## src/rtl/lsu_split_ctrl_if.sv

```systemverilog
// Bundle of the MEM-stage request/response handshake and the word-wide data bus.
// The controller takes the slave view; the pipeline stage and bus fabric take the master view.
interface lsu_split_ctrl_if #(
    parameter int ADDR_W = 32
);
    logic              req_valid_i;
    logic              req_ready_o;
    logic [3:0]        req_sl_type_i;
    logic [ADDR_W-1:0] req_addr_i;
    logic [31:0]       req_wdata_i;
    logic              resp_valid_o;
    logic [31:0]       resp_rdata_o;
    logic              resp_err_o;
    logic              mem_req_o;
    logic              mem_gnt_i;
    logic              mem_we_o;
    logic [ADDR_W-1:0] mem_addr_o;
    logic [3:0]        mem_wstrb_o;
    logic [31:0]       mem_wdata_o;
    logic              mem_rvalid_i;
    logic [31:0]       mem_rdata_i;
    logic              mem_err_i;

    modport slave (
        input  req_valid_i, req_sl_type_i, req_addr_i, req_wdata_i,
        input  mem_gnt_i, mem_rvalid_i, mem_rdata_i, mem_err_i,
        output req_ready_o, resp_valid_o, resp_rdata_o, resp_err_o,
        output mem_req_o, mem_we_o, mem_addr_o, mem_wstrb_o, mem_wdata_o
    );

    modport master (
        output req_valid_i, req_sl_type_i, req_addr_i, req_wdata_i,
        output mem_gnt_i, mem_rvalid_i, mem_rdata_i, mem_err_i,
        input  req_ready_o, resp_valid_o, resp_rdata_o, resp_err_o,
        input  mem_req_o, mem_we_o, mem_addr_o, mem_wstrb_o, mem_wdata_o
    );
endinterface

```

## src/rtl/lsu_split_ctrl.sv

```systemverilog
// Load/store controller: one access per request, split into at most two aligned bus beats,
// with lane alignment of store data and alignment plus extension of load data.
module lsu_split_ctrl #(
    parameter int ADDR_W      = 32,
    parameter bit MISALIGN_EN = 1'b1
) (
    input  logic            clk,
    input  logic            rst_n,
    lsu_split_ctrl_if.slave bus
);
    typedef enum logic [2:0] {IDLE, REQ0, WAIT0, REQ1, WAIT1, RESP} state_t;

    state_t            state_reg;
    logic [3:0]        type_reg;
    logic [1:0]        off_reg;
    logic [ADDR_W-1:0] base_addr_reg;
    logic [7:0]        mask_reg;
    logic [63:0]       data_reg;
    logic [31:0]       lo_reg;

    logic              req_ready_reg;
    logic              resp_valid_reg;
    logic [31:0]       resp_rdata_reg;
    logic              resp_err_reg;
    logic              mem_req_reg;
    logic              mem_we_reg;
    logic [ADDR_W-1:0] mem_addr_reg;
    logic [3:0]        mem_wstrb_reg;
    logic [31:0]       mem_wdata_reg;

    // Request decode: byte mask and lane-shifted data spanning two words.
    logic [1:0]  in_size;
    logic [1:0]  in_off;
    logic [7:0]  size_mask;
    logic [7:0]  in_mask;
    logic [63:0] in_data;
    logic        in_misaligned;
    logic        in_bad_size;
    logic        in_store;

    assign in_size  = bus.req_sl_type_i[1:0];
    assign in_off   = bus.req_addr_i[1:0];
    assign in_store = bus.req_sl_type_i[3];

    always_comb begin
        size_mask = 8'h00;
        case (in_size)
            2'b01:   size_mask = 8'h01;
            2'b10:   size_mask = 8'h03;
            2'b11:   size_mask = 8'h0F;
            default: size_mask = 8'h00;
        endcase
    end

    assign in_mask       = size_mask << in_off;
    assign in_data       = {32'b0, bus.req_wdata_i} << {in_off, 3'b000};
    assign in_misaligned = ((in_size == 2'b10) && in_off[0]) ||
                           ((in_size == 2'b11) && (in_off != 2'b00));
    assign in_bad_size   = (in_size == 2'b00);

    // Load path: hi only contributes on the second beat of a split access.
    logic [23:0] ld_hi;
    logic [31:0] ld_lo;
    logic [31:0] ld_raw;
    logic [31:0] ld_ext;
    logic [31:0] ld_result;

    assign ld_hi = (state_reg == WAIT1) ? bus.mem_rdata_i[23:0] : 24'b0;
    assign ld_lo = (state_reg == WAIT1) ? lo_reg : bus.mem_rdata_i;

    always_comb begin
        ld_raw = ld_lo;
        case (off_reg)
            2'd1:    ld_raw = {ld_hi[7:0],  ld_lo[31:8]};
            2'd2:    ld_raw = {ld_hi[15:0], ld_lo[31:16]};
            2'd3:    ld_raw = {ld_hi[23:0], ld_lo[31:24]};
            default: ld_raw = ld_lo;
        endcase
    end

    always_comb begin
        ld_ext = ld_raw;
        case (type_reg[1:0])
            2'b01:   ld_ext = type_reg[2] ? {24'b0, ld_raw[7:0]}
                                          : {{24{ld_raw[7]}}, ld_raw[7:0]};
            2'b10:   ld_ext = type_reg[2] ? {16'b0, ld_raw[15:0]}
                                          : {{16{ld_raw[15]}}, ld_raw[15:0]};
            default: ld_ext = ld_raw;
        endcase
    end

    assign ld_result = type_reg[3] ? 32'b0 : ld_ext;

    always_ff @(posedge clk) begin
        if (!rst_n) begin
            state_reg      <= IDLE;
            type_reg       <= 4'b0;
            off_reg        <= 2'b0;
            base_addr_reg  <= '0;
            mask_reg       <= 8'b0;
            data_reg       <= 64'b0;
            lo_reg         <= 32'b0;
            req_ready_reg  <= 1'b1;
            resp_valid_reg <= 1'b0;
            resp_rdata_reg <= 32'b0;
            resp_err_reg   <= 1'b0;
            mem_req_reg    <= 1'b0;
            mem_we_reg     <= 1'b0;
            mem_addr_reg   <= '0;
            mem_wstrb_reg  <= 4'b0;
            mem_wdata_reg  <= 32'b0;
        end else begin
            resp_valid_reg <= 1'b0;
            case (state_reg)
                IDLE: begin
                    if (bus.req_valid_i) begin
                        type_reg      <= bus.req_sl_type_i;
                        off_reg       <= in_off;
                        base_addr_reg <= {bus.req_addr_i[ADDR_W-1:2], 2'b00};
                        mask_reg      <= in_mask;
                        data_reg      <= in_data;
                        req_ready_reg <= 1'b0;
                        if (in_bad_size || (!MISALIGN_EN && in_misaligned)) begin
                            state_reg      <= RESP;
                            resp_valid_reg <= 1'b1;
                            resp_err_reg   <= 1'b1;
                            resp_rdata_reg <= 32'b0;
                        end else begin
                            state_reg     <= REQ0;
                            mem_req_reg   <= 1'b1;
                            mem_we_reg    <= in_store;
                            mem_addr_reg  <= {bus.req_addr_i[ADDR_W-1:2], 2'b00};
                            mem_wstrb_reg <= in_store ? in_mask[3:0] : 4'b0;
                            mem_wdata_reg <= in_data[31:0];
                        end
                    end
                end
                REQ0: begin
                    if (bus.mem_gnt_i) begin
                        mem_req_reg <= 1'b0;
                        state_reg   <= WAIT0;
                    end
                end
                WAIT0: begin
                    if (bus.mem_rvalid_i) begin
                        lo_reg <= bus.mem_rdata_i;
                        if (bus.mem_err_i) begin
                            state_reg      <= RESP;
                            resp_valid_reg <= 1'b1;
                            resp_err_reg   <= 1'b1;
                            resp_rdata_reg <= 32'b0;
                        end else if (mask_reg[7:4] != 4'b0) begin
                            state_reg     <= REQ1;
                            mem_req_reg   <= 1'b1;
                            mem_addr_reg  <= base_addr_reg + ADDR_W'(4);
                            mem_wstrb_reg <= type_reg[3] ? mask_reg[7:4] : 4'b0;
                            mem_wdata_reg <= data_reg[63:32];
                        end else begin
                            state_reg      <= RESP;
                            resp_valid_reg <= 1'b1;
                            resp_err_reg   <= 1'b0;
                            resp_rdata_reg <= ld_result;
                        end
                    end
                end
                REQ1: begin
                    if (bus.mem_gnt_i) begin
                        mem_req_reg <= 1'b0;
                        state_reg   <= WAIT1;
                    end
                end
                WAIT1: begin
                    if (bus.mem_rvalid_i) begin
                        state_reg      <= RESP;
                        resp_valid_reg <= 1'b1;
                        resp_err_reg   <= bus.mem_err_i;
                        resp_rdata_reg <= bus.mem_err_i ? 32'b0 : ld_result;
                    end
                end
                RESP: begin
                    state_reg     <= IDLE;
                    req_ready_reg <= 1'b1;
                end
                default: state_reg <= IDLE;
            endcase
        end
    end

    assign bus.req_ready_o  = req_ready_reg;
    assign bus.resp_valid_o = resp_valid_reg;
    assign bus.resp_rdata_o = resp_rdata_reg;
    assign bus.resp_err_o   = resp_err_reg;
    assign bus.mem_req_o    = mem_req_reg;
    assign bus.mem_we_o     = mem_we_reg;
    assign bus.mem_addr_o   = mem_addr_reg;
    assign bus.mem_wstrb_o  = mem_wstrb_reg;
    assign bus.mem_wdata_o  = mem_wdata_reg;
endmodule

```

## src/flat_wrapper.sv

```systemverilog
// flat-port wrapper written by rule: the top's interface ports become plain ports
module lsu_split_ctrl_flat 
#(
    parameter int ADDR_W      = 32,
    parameter bit MISALIGN_EN = 1'b1
)
  (clk, rst_n, bus_req_valid_i, bus_req_sl_type_i, bus_req_addr_i, bus_req_wdata_i, bus_mem_gnt_i, bus_mem_rvalid_i, bus_mem_rdata_i, bus_mem_err_i, bus_req_ready_o, bus_resp_valid_o, bus_resp_rdata_o, bus_resp_err_o, bus_mem_req_o, bus_mem_we_o, bus_mem_addr_o, bus_mem_wstrb_o, bus_mem_wdata_o);
  lsu_split_ctrl_if #(.ADDR_W(ADDR_W)) bus_i ();
  input  logic clk;
  input  logic rst_n;
  input wire logic [$bits(bus_i.req_valid_i)-1:0] bus_req_valid_i;
  input wire logic [$bits(bus_i.req_sl_type_i)-1:0] bus_req_sl_type_i;
  input wire logic [$bits(bus_i.req_addr_i)-1:0] bus_req_addr_i;
  input wire logic [$bits(bus_i.req_wdata_i)-1:0] bus_req_wdata_i;
  input wire logic [$bits(bus_i.mem_gnt_i)-1:0] bus_mem_gnt_i;
  input wire logic [$bits(bus_i.mem_rvalid_i)-1:0] bus_mem_rvalid_i;
  input wire logic [$bits(bus_i.mem_rdata_i)-1:0] bus_mem_rdata_i;
  input wire logic [$bits(bus_i.mem_err_i)-1:0] bus_mem_err_i;
  output wire logic [$bits(bus_i.req_ready_o)-1:0] bus_req_ready_o;
  output wire logic [$bits(bus_i.resp_valid_o)-1:0] bus_resp_valid_o;
  output wire logic [$bits(bus_i.resp_rdata_o)-1:0] bus_resp_rdata_o;
  output wire logic [$bits(bus_i.resp_err_o)-1:0] bus_resp_err_o;
  output wire logic [$bits(bus_i.mem_req_o)-1:0] bus_mem_req_o;
  output wire logic [$bits(bus_i.mem_we_o)-1:0] bus_mem_we_o;
  output wire logic [$bits(bus_i.mem_addr_o)-1:0] bus_mem_addr_o;
  output wire logic [$bits(bus_i.mem_wstrb_o)-1:0] bus_mem_wstrb_o;
  output wire logic [$bits(bus_i.mem_wdata_o)-1:0] bus_mem_wdata_o;
  assign bus_i.req_valid_i = bus_req_valid_i;
  assign bus_i.req_sl_type_i = bus_req_sl_type_i;
  assign bus_i.req_addr_i = bus_req_addr_i;
  assign bus_i.req_wdata_i = bus_req_wdata_i;
  assign bus_i.mem_gnt_i = bus_mem_gnt_i;
  assign bus_i.mem_rvalid_i = bus_mem_rvalid_i;
  assign bus_i.mem_rdata_i = bus_mem_rdata_i;
  assign bus_i.mem_err_i = bus_mem_err_i;
  assign bus_req_ready_o = bus_i.req_ready_o;
  assign bus_resp_valid_o = bus_i.resp_valid_o;
  assign bus_resp_rdata_o = bus_i.resp_rdata_o;
  assign bus_resp_err_o = bus_i.resp_err_o;
  assign bus_mem_req_o = bus_i.mem_req_o;
  assign bus_mem_we_o = bus_i.mem_we_o;
  assign bus_mem_addr_o = bus_i.mem_addr_o;
  assign bus_mem_wstrb_o = bus_i.mem_wstrb_o;
  assign bus_mem_wdata_o = bus_i.mem_wdata_o;
  lsu_split_ctrl #(.ADDR_W(ADDR_W), .MISALIGN_EN(MISALIGN_EN)) u_core (.clk(clk), .rst_n(rst_n), .bus(bus_i));
endmodule
```

## config.mk

```make
export PLATFORM = sky130hd
export DESIGN_NAME = lsu_split_ctrl_flat
export DESIGN_NICKNAME = d
export VERILOG_FILES = /design/src/rtl/lsu_split_ctrl_if.sv /design/src/rtl/lsu_split_ctrl.sv /design/src/flat_wrapper.sv
export SDC_FILE = /design/constraint.sdc
export NUM_CORES = 1
export LEC_CHECK = 0
export BUFFER_PORTS_ARGS = -buffer_cell sky130_fd_sc_hd__buf_2
export CAP_MARGIN = 10
export CELL_PAD_IN_SITES_DETAIL_PLACEMENT = 0
export CELL_PAD_IN_SITES_GLOBAL_PLACEMENT = 1
export CORE_MARGIN = 5
export CORE_UTILIZATION = 44
export CTS_CLUSTER_DIAMETER = 100
export CTS_CLUSTER_SIZE = 10
export DETAILED_ROUTE_END_ITERATION = 10
export PLACE_DENSITY = 0.95
export SLEW_MARGIN = 15
export SYNTH_ARGS = -nofsm -noshare
export SYNTH_HDL_FRONTEND = slang
export SYNTH_SLANG_ARGS = --single-unit
export TNS_END_PERCENT = 100
```

## constraint.sdc

```tcl
create_clock -name clk -period 4.13 [get_ports clk]
set_input_delay 0.413 -clock clk [delete_from_list [all_inputs] [get_ports clk]]
set_output_delay 0.413 -clock clk [all_outputs]
set_load 0.05 [all_outputs]
```

==> impl_metrics.toml <==
[sta]
slew_headroom_pct = 33.1
fin_skew_ps = 19.5
setup_violations = 0
fin_crit_sh_pct = 72.9
finalCriticalPeriod_ps = 3010
finalSetupTns_ps = 0
finalMaxSlewViolations = 0
rsz0062_at_grt = "false"
worstMarginPinSlew_ps = 1000
fmax_mhz = 332
hold_viol = 0
holdWs_ps = 120

[clock_network]
insertion_delay_ps = 530
htreeDepth = 1
cts_sinks = 201
cts_setup_buffers = 0
hold_buffers = 0
clk_pin_slew_ps = 60
cts_tree = "built"
post_cts_resized = 0
root_buffer = "clkbuf_16"
clockBufferDepth = 3
cts_buffers = 24

[power]
leakage_nw = 4.92
peakVddDrop_mv = 0.307
p_per_area_nw_per_um2 = 471
total_power_mw = 5.63

[synth]
seq_area_frac_synth_pct = 39.4
ys_ff_latch = 201
synth_cell_types = 67
synth_edf_count = 0
synth_area_um2 = 10200
yosys.area.top_type = "dfxtp_1"
syn_area_per_cell_um2 = 8.09
async_reset_ff_share_pct = 0
synth_ff_type = "dfxtp_1"
netlist.area_leader.share_pct = 39.4
synth_area_leaders = "dfxtp_1 39%, nand2_1 8.4%, a21oi_1 6.8%"
yosysWarningCount = 0
synth_cells = 1262

[floorplanning]
rows = 55
coreArea_um2 = 22700
fp.dieArea_um2 = 26300
die_w_um = 162
io_pins = 211
die_y_um = 162
start_util_pct = 44.9

[cells_and_area]
area_growth_pct = 17.1
nets = 1511
n_fill_cell = 2223
layout-drive-gt1-share_pct = 22.2
final_common_cell = "nand2_1"
final_util_pct = 52.7
layout_common_cells = "227 x nand2_1, 208 x buf_2, 199 x dfxtp_1, 138 x a21oi_1, 100 x nor2_1"

[run]
drv_cap = 0

[placed_design]
place.gp.congestion = 0.948
dp_hpwl_um = 21700
numPortBuffers = 208

[setup_path]
cp_max_fo = 18
crit_type = "reg -> reg"
required_ps = 4600
critical_path_arrival_ps = 3480
cp_slowest_cell = "dfxtp_1"
crit_path_end_kind = "register"
crit_path_start_kind = "register"
path_cells = "or3b_2, o221ai_1, a2111oi_0, nand3b_1, and3_1, a22o_1"
max_stage_delay_ps = 670

[global_route]
antenna_found_initial = 2
grt-ovfl-total = 0
grt_pass1_wl_um = 50900
grt_pass1_vias = 9518
grt.total_usage_pct = 23.4
grt_max_degree = 69

[drt]
drtIter0Drc = 851
dr.pass1.iters = 5
drtAntennaViolNets = 0
num_vias = 10100
finalWirelength_um = 32200
vias_per_cell = 5.96
wire_per_inst_um = 19.0
drc_errors = 0

[status]
status = "complete, no violations"

[hold_path]
hold_path.class = "in -> reg"
==> where the power goes <==
group | internal, mW | total, mW | switching (mW)
sequential | 2.11 | 2.25 | 0.140
clock | 1.04 | 1.84 | 0.802
combinational | 0.471 | 1.54 | 1.07
==> cells in the mapped netlist, drive strengths merged, types with 4 or more instances <==
| cell | n |
|---|---|
| o221ai | 15 |
| a2bb2oi | 8 |
| o21ai | 25 |
| a21boi | 4 |
| a22o | 14 |
| nand2 | 229 |
| dfxtp | 201 |
| xor2 | 20 |
| nor2 | 100 |
| a211oi | 18 |
| a211o | 9 |
| o211ai | 11 |
| nor2b | 4 |
| nor4 | 4 |
| o2111ai | 8 |
| mux4 | 17 |
| nor3 | 46 |
| inv | 12 |
| nand3 | 87 |
| nand2b | 8 |
| and3 | 8 |
| buf | 31 |
| a311oi | 10 |
| mux2 | 24 |
| a21oi | 138 |
| xnor2 | 10 |
| and2 | 5 |
| nand4 | 10 |
| mux2i | 41 |
| clkbuf | 82 |
| a221oi | 19 |
==> per-layer routing <==
metal	GRT usage (%)	vias up	wire length, um
li1	-	4788	-
met1	32.4	4790	13900
met2	37.0	425	14500
met3	4.74	62	2840
met4	6.81	2	910
met5	0	-	7
==> kinds of logic (layout without fill, tap and decap cells) <==
logic type,Yosys count,after routing,synth area share (%)
simple gates,517,517,22.6
compound gates,302,302,19.5
flops,201,201,39.4
buf+inv,126,266,5.09
mux,82,82,10.4
xor+xnor,30,30,2.57
fa+ha+maj,3,3,0.368
other cells,1,4,0.0367
==> metrics by stage <==
stage / cell area (um2) / setup slack, ps / std cells
global placement: 11300 / 1240 / 1661
global route: 12000 / 894 / 1689
detailed placement: 11300 / 1180 / 1661
finish: 12000 / 1120 / 1690
floorplan: 10200 / 1840 / 1263
CTS: 12000 / 1170 / 1688
==> cell type report <==
type / count / area, um2 / share of cell area [%]
antenna: 2 / 5.00 / 0.0419
inverter: 13 / 51.3 / 0.429
timing repair buffer: 226 / 1180 / 9.84
clock buffer: 25 / 604 / 5.05
tap: 285 / 357 / 2.98
sequential: 201 / 4030 / 33.7
multi-input combinational: 936 / 5700 / 47.7
clock inverter: 2 / 38.8 / 0.324
==> critical path, delay by kind of cell, from the launching register on <==
family,cells,cell delay (ps)
flip-flops,1,670
AND/OR/NAND/NOR,3,1360
AO/OA/AOI/OAI,3,900
==> final timing paths <==
| path | start | endpoint | slack, ps | cells after the start |
|---|---|---|---|---|
| max | u_core.state_reg[0] | u_core.bus.resp_rdata_o[30] | 1120 | 6 |
| min | bus_req_sl_type_i[2] | u_core.type_reg[2] | 120 | 3 |
| max reg2reg | u_core.state_reg[0] | u_core.bus.resp_rdata_o[30] | 1120 | 6 |
| min reg2reg | u_core.data_reg[55] | u_core.data_reg[55] | 450 | 2 |
Power figures use the tool's default switching activity.
